**src/rtl/pc_ctrl_if.sv**
```systemverilog
// -----------------------------------------------------------------------------
// pc_ctrl_if
// Control bus from the execute stage to the PC controller.
//   jump_en2ctrl   : execute stage requests a redirect this cycle
//   jump_addr2ctrl : redirect target, meaningful while jump_en2ctrl=1
//   hold2ctrl      : execute stage requests a pipeline freeze this cycle
// Modports: master = execute stage (drives), slave = pc_ctrl (consumes).
// -----------------------------------------------------------------------------
interface pc_ctrl_if;
  logic        jump_en2ctrl;
  logic [31:0] jump_addr2ctrl;
  logic        hold2ctrl;

  modport master (
    output jump_en2ctrl,
    output jump_addr2ctrl,
    output hold2ctrl
  );

  modport slave (
    input jump_en2ctrl,
    input jump_addr2ctrl,
    input hold2ctrl
  );
endinterface

```
**src/rtl/pc_ctrl.sv**
```systemverilog
// -----------------------------------------------------------------------------
// pc_ctrl
// Owns the program counter and produces the flush/hold controls for the PC,
// IF/ID and ID/EX pipeline registers. A taken redirect that arrives while
// instruction fetch is stalled is parked in a pending-target register and
// applied once fetch is ready again. Redirect and stall counters are kept for
// bring-up.
// Ports:
//   clk, rst_n      : clock, asynchronous active-low reset
//   ex_if           : execute-stage control bus (slave side)
//   fetch_rdy       : instruction memory accepts pc_o this cycle
//   pc_o            : current fetch address (registered)
//   flush_o         : bubble IF/ID and ID/EX (combinational)
//   hold_pc_o, hold_if_id_o, hold_id_ex_o : freeze controls (combinational)
//   pend_o          : a redirect target is buffered (registered)
//   misalign_o      : one-cycle pulse, accepted target had bits[1:0]!=0
//   redirect_cnt_o  : saturating count of accepted redirects
//   stall_cnt_o     : saturating count of cycles with hold_pc_o=1
// -----------------------------------------------------------------------------
module pc_ctrl #(
  parameter logic [31:0] RESET_PC = 32'h0000_0000,
  parameter int          CNT_W    = 16
) (
  input  logic             clk,
  input  logic             rst_n,
  pc_ctrl_if.slave         ex_if,
  input  logic             fetch_rdy,
  output logic [31:0]      pc_o,
  output logic             flush_o,
  output logic             hold_pc_o,
  output logic             hold_if_id_o,
  output logic             hold_id_ex_o,
  output logic             pend_o,
  output logic             misalign_o,
  output logic [CNT_W-1:0] redirect_cnt_o,
  output logic [CNT_W-1:0] stall_cnt_o
);

  typedef enum logic [0:0] {
    ST_RUN  = 1'b0,
    ST_PEND = 1'b1
  } state_t;

  state_t             r_state;
  logic [31:0]        r_pc;
  logic [31:0]        r_pend_tgt;
  logic               r_pend;
  logic               r_misalign;
  logic [CNT_W-1:0]   r_redirect_cnt;
  logic [CNT_W-1:0]   r_stall_cnt;

  logic [31:0]        w_tgt;
  logic               w_jump;
  logic               w_hold;
  logic               w_hold_pc;
  logic               w_hold_if_id;
  logic               w_hold_id_ex;

  // Counters stick at all-ones instead of wrapping.
  function automatic logic [CNT_W-1:0] sat_inc(input logic [CNT_W-1:0] v);
    if (&v) begin
      return v;
    end else begin
      return v + {{(CNT_W-1){1'b0}}, 1'b1};
    end
  endfunction

  // Gating with rst_n keeps every combinational control at 0 during reset.
  assign w_jump = ex_if.jump_en2ctrl & rst_n;
  assign w_hold = ex_if.hold2ctrl & rst_n;
  assign w_tgt  = {ex_if.jump_addr2ctrl[31:2], 2'b00};

  // Hold decode; priority is jump > hold > fetch_rdy.
  always_comb begin
    w_hold_pc    = 1'b0;
    w_hold_if_id = 1'b0;
    w_hold_id_ex = 1'b0;
    if (!rst_n) begin
      w_hold_pc    = 1'b0;
    end else if (w_jump) begin
      // Redirect flushes IF/ID and ID/EX; only the PC waits on fetch.
      w_hold_pc    = ~fetch_rdy;
    end else if (w_hold) begin
      w_hold_pc    = 1'b1;
      w_hold_if_id = 1'b1;
      w_hold_id_ex = 1'b1;
    end else if (!fetch_rdy) begin
      // Fetch stall: front end waits, ID/EX keeps draining.
      w_hold_pc    = 1'b1;
      w_hold_if_id = 1'b1;
    end else begin
      w_hold_pc    = 1'b0;
    end
  end

  // PC / pending-target FSM with its registered status outputs.
  always_ff @(posedge clk or negedge rst_n) begin
    if (!rst_n) begin
      r_state        <= ST_RUN;
      r_pc           <= RESET_PC;
      r_pend_tgt     <= 32'h0000_0000;
      r_pend         <= 1'b0;
      r_misalign     <= 1'b0;
      r_redirect_cnt <= {CNT_W{1'b0}};
      r_stall_cnt    <= {CNT_W{1'b0}};
    end else begin
      if (w_hold_pc) begin
        r_stall_cnt <= sat_inc(r_stall_cnt);
      end
      if (w_jump) begin
        r_redirect_cnt <= sat_inc(r_redirect_cnt);
        r_misalign     <= (ex_if.jump_addr2ctrl[1:0] != 2'b00);
        if (fetch_rdy) begin
          r_pc    <= w_tgt;
          r_pend  <= 1'b0;
          r_state <= ST_RUN;
        end else begin
          // A newer redirect in PEND simply overwrites the parked target.
          r_pend_tgt <= w_tgt;
          r_pend     <= 1'b1;
          r_state    <= ST_PEND;
        end
      end else begin
        r_misalign <= 1'b0;
        if (!w_hold && fetch_rdy) begin
          case (r_state)
            ST_PEND: begin
              r_pc    <= r_pend_tgt;
              r_pend  <= 1'b0;
              r_state <= ST_RUN;
            end
            ST_RUN: begin
              r_pc <= r_pc + 32'd4;
            end
            default: begin
              r_state <= ST_RUN;
            end
          endcase
        end
      end
    end
  end

  assign pc_o           = r_pc;
  assign pend_o         = r_pend;
  assign misalign_o     = r_misalign;
  assign redirect_cnt_o = r_redirect_cnt;
  assign stall_cnt_o    = r_stall_cnt;
  assign flush_o        = w_jump;
  assign hold_pc_o      = w_hold_pc;
  assign hold_if_id_o   = w_hold_if_id;
  assign hold_id_ex_o   = w_hold_id_ex;

endmodule

```
**src/flat_wrapper.sv**
```systemverilog
// flat-port wrapper written by rule: the top's interface ports become plain ports
module pc_ctrl_flat 
#(
  parameter logic [31:0] RESET_PC = 32'h0000_0000,
  parameter int          CNT_W    = 16
)
  (clk, rst_n, fetch_rdy, pc_o, flush_o, hold_pc_o, hold_if_id_o, hold_id_ex_o, pend_o, misalign_o, redirect_cnt_o, stall_cnt_o, ex_if_jump_en2ctrl, ex_if_jump_addr2ctrl, ex_if_hold2ctrl);
  pc_ctrl_if ex_if_i ();
  input  logic clk;
  input  logic rst_n;
  input  logic fetch_rdy;
  output logic [31:0] pc_o;
  output logic flush_o;
  output logic hold_pc_o;
  output logic hold_if_id_o;
  output logic hold_id_ex_o;
  output logic pend_o;
  output logic misalign_o;
  output logic [CNT_W-1:0] redirect_cnt_o;
  output logic [CNT_W-1:0] stall_cnt_o;
  input wire logic [$bits(ex_if_i.jump_en2ctrl)-1:0] ex_if_jump_en2ctrl;
  input wire logic [$bits(ex_if_i.jump_addr2ctrl)-1:0] ex_if_jump_addr2ctrl;
  input wire logic [$bits(ex_if_i.hold2ctrl)-1:0] ex_if_hold2ctrl;
  assign ex_if_i.jump_en2ctrl = ex_if_jump_en2ctrl;
  assign ex_if_i.jump_addr2ctrl = ex_if_jump_addr2ctrl;
  assign ex_if_i.hold2ctrl = ex_if_hold2ctrl;
  pc_ctrl #(.RESET_PC(RESET_PC), .CNT_W(CNT_W)) u_core (.clk(clk), .rst_n(rst_n), .ex_if(ex_if_i), .fetch_rdy(fetch_rdy), .pc_o(pc_o), .flush_o(flush_o), .hold_pc_o(hold_pc_o), .hold_if_id_o(hold_if_id_o), .hold_id_ex_o(hold_id_ex_o), .pend_o(pend_o), .misalign_o(misalign_o), .redirect_cnt_o(redirect_cnt_o), .stall_cnt_o(stall_cnt_o));
endmodule
```
**config.mk**
```make
export PLATFORM = sky130hd
export DESIGN_NAME = pc_ctrl_flat
export DESIGN_NICKNAME = d
export VERILOG_FILES = /design/src/rtl/pc_ctrl_if.sv /design/src/rtl/pc_ctrl.sv /design/src/flat_wrapper.sv
export SDC_FILE = /design/constraint.sdc
export NUM_CORES = 1
export LEC_CHECK = 0
export ABC_CLOCK_PERIOD_IN_PS = 1900
export BUFFER_PORTS_ARGS = -buffer_cell sky130_fd_sc_hd__buf_2
export CAP_MARGIN = 20
export CORE_MARGIN = 2
export CORE_UTILIZATION = 50
export CTS_BUF_LIST = sky130_fd_sc_hd__clkbuf_8 sky130_fd_sc_hd__clkbuf_16
export CTS_CLUSTER_SIZE = 20
export DETAILED_ROUTE_END_ITERATION = 10
export PLACE_DENSITY = 0.77
export RECOVER_POWER = 25
export SYNTH_ARGS = -nofsm -noshare
export SYNTH_HDL_FRONTEND = slang
export SYNTH_SLANG_ARGS = --single-unit
export TNS_END_PERCENT = 1
```
**constraint.sdc**
```tcl
create_clock -name clk -period 1.9 [get_ports clk]
set_input_delay 0.38 -clock clk [delete_from_list [all_inputs] [get_ports clk]]
set_output_delay 0.38 -clock clk [all_outputs]
set_load 0.01 [all_outputs]
```
==> impl_metrics.yaml <==
run_status:
  status: "finished, final reports clean"
sta:
  tightest_slew_ns: 0.917
  rsz0062_at_grt: "true"
  relSlewSlack_pct: 38.9
  tns_ns: 0
  maxSlewViolCount: 0
  fmax_ghz: 0.530
  finalCritPeriodShare_pct: 99.3
  worst_hold_slack_ns: 0.226
  setup_viol: 0
  fin_ws_ns: 0.0126
  min_period_ns: 1.89
  hold_violations: 0
  fin_skew_ns: 0.0111
logic_synthesis:
  ys.flop_type: "dfrtp_1"
  netlist_instances: 503
  syn_area_per_cell_um2: 9.91
  netlist_area_um2: 4990
  ys_seq_area_share_pct: 47.7
  ys_ff_latch: 95
  synth_edf_count: 0
  async_flop_share_pct: 100
  ys_types: 53
  synth_warnings: 0
worst_setup_path:
  worstSetupStartpointType: "flop"
  crit_fanout: 4
  crit_required_ns: 2.21
  path_class: "reg2reg"
  critPathArrivalTime_ns: 2.20
  setup.worst_path.end_class: "flop"
routing:
  wl_per_cell_um: 16.8
  num_vias: 4593
  routed_wl_um: 13200
  drtIter0Drc: 313
  drc: 0
  viasPerCell: 5.84
  antenna_left: 0
  drtPass1Iterations: 5
cts:
  insertion_delay_ns: 0.37
  cts_buffer_depth: 2
  cts_root_buffer: "clkbuf_8"
  numCtsBuffers: 9
  cts_sinks: 95
  path_clk_slew_ns: 0.09
  cts_setup_buffers: 0
  htree_levels: 3
  cts_tree: "yes"
final_layout:
  area_growth_pct: 26.9
  postLayoutCellArea_um2: 6330
  layoutNonFillerInstCount: 787
  nets: 689
  fillers: 813
  antenna_cells: 0
  final_util_pct: 65.0
  layout-drive-gt1-share_pct: 35.3
placed_design:
  pre_cts_slack_ns: 0.00445
  gp_congestion: 0.875
  hpwlAfterDp_um: 9500
  io_buffers: 104
  dp.cells: 770
  dpl_cell_area_um2: 6080
run:
  max-cap-violations: 0
die:
  start_util_pct: 51.2
  die_h_um: 104
  core_um2: 9730
  dieArea_um2: 10800
  io_pins: 107
  fp.dieW_um: 104
  num_rows: 36
power:
  p_seq_share_pct: 46.5
  power_mw: 6.03
  power.switching_mw: 2.01
  internal_power_mw: 4.02
  swShare_pct: 33.3
  ir_drop_uv: 633
  power_frac_clock_pct: 23.5
  combPwrFrac_pct: 30.0
  power_density_nw_per_um2: 953
  leakage_nw: 2.99
worst_hold_path:
  hp-class: "in2reg"
grt:
  grt_max_degree: 49
  grt-ovfl-total: 0
  grt_pass1_vias: 4437
  grt_pass1_wl_um: 22000
  antenna_found_initial: 0
  grt_usage_pct: 25.1
worst max-delay path, cell delays in order (launching register included):
cell and delay, ns:
dfrtp_1 0.37, nand4_2 0.13, or4_4 0.56, or4_1 0.42, a311o_1 0.28, nand3_1 0.06
placed cells by master, fill, tap and decap left out, types with 3 or more instances in the layout:
master	Yosys	routed
nand2b_1	4	4
dfrtp_1	95	88
o21ai_0	32	32
dfrtp_2	0	7
a22o_1	3	3
xor2_1	17	17
clkbuf_8	0	9
a221oi_1	6	6
a211oi_1	3	3
buf_4	2	52
nand3_1	37	36
nor2_1	24	24
a21oi_1	31	31
buf_2	1	103
nand4_1	16	16
and4_1	7	7
nand2_1	35	35
mux2_2	32	32
xnor2_1	29	29
inv_1	14	17
o211ai_1	7	7
or3_1	4	4
nor4_1	4	3
nor3_2	0	3
or4_1	3	3
and3_1	27	27
a31oi_1	4	4
buf_12	0	4
per-layer routing:
| layer | track usage [%] | part of all wire, % | up-vias |
|---|---|---|---|
| li1 | - | - | 2114 |
| met1 | 35.4 | 44 | 2262 |
| met2 | 39.8 | 48 | 196 |
| met3 | 3.88 | 6.5 | 21 |
| met4 | 8.59 | 1.5 | 0 |
| met5 | 0 | 0 | - |
power groups by stage:
stage / sequential [mW] / clock, mW / combinational (mW)
6_report: 2.80 / 1.42 / 1.81
5_1_grt: 2.86 / 1.53 / 1.99
4_1_cts: 2.79 / 1.45 / 1.80
3_5_place_dp: 2.83 / 0 / 1.80
3_3_place_gp: 2.79 / 0 / 1.74
2_1_floorplan: 2.97 / 0 / 0.776
cells by family after synthesis:
| group | share of synthesized area [%] |
|---|---|
| and+or+nand+nor | 19.7 |
| AOI/OAI and AO/OA | 12.6 |
| DFF | 47.7 |
| xor gates and xnor gates | 8.08 |
| buffers and inverters | 3.51 |
| muxes | 7.63 |
| adders and majority gates | 0.753 |
| other | 0.0752 |
timing repair:
item | in CTS | in global routing
gates resized for setup | 0 | 11
hold endpoints to repair | 1 | 0
hold buffers | 1 | 0
endpoints found under the setup margin | 0 | 12
cell usage after synthesis, drive strengths merged, types with 4 or more instances:
cell	number	share of area (%)
o21ai	32	3.2
dfrtp	95	48
buf	4	0.48
nand2b	4	0.50
nor2	24	1.8
o211ai	7	1.1
xnor2	29	5.1
nand3	37	3.7
nor4	5	0.93
nand4	18	2.7
a31oi	4	0.50
a21oi	31	3.1
or4	4	0.68
and4	7	1.2
nor3	5	0.50
clkbuf	26	2.0
inv	14	1.1
mux2	32	7.2
xor2	17	3.0
and3	27	3.4
nand2	35	2.6
or3	4	0.50
a221oi	6	1.1
registers in the layout, indices dropped and copies added, names as in the netlist:
name                   flops
u_core.misalign_o          1
u_core.pc_o               30
u_core.pend_o              1
u_core.r_pend_tgt         30
u_core.r_state             1
u_core.redirect_cnt_o     16
u_core.stall_cnt_o        16
final cells by class:
| class | count | area (um2) | share of cell area, % |
|---|---|---|---|
| clock buffer | 9 | 124 | 1.96 |
| clock inverter | 7 | 81.3 | 1.29 |
| inverter | 14 | 52.6 | 0.831 |
| multi-input combinational | 365 | 2500 | 39.5 |
| sequential | 95 | 2390 | 37.7 |
| tap | 133 | 166 | 2.63 |
| timing repair buffer | 164 | 1020 | 16.1 |
final timing paths:
path,cells after the start,start,to,slack (ns)
setup / recovery,5,u_core.pc_o[15],u_core.pc_o[25],0.01
hold / removal,3,ex_if_jump_addr2ctrl[0],u_core.misalign_o,0.23
setup reg to reg,5,u_core.pc_o[15],u_core.pc_o[25],0.01
hold reg to reg,1,u_core.redirect_cnt_o[9],u_core.redirect_cnt_o[9],0.50
max in group asynchronous,3,rst_n,u_core.pc_o[13],0.43
min in group asynchronous,2,rst_n,u_core.pc_o[9],0.25
Note: power is estimated with default switching activity, not from simulation.
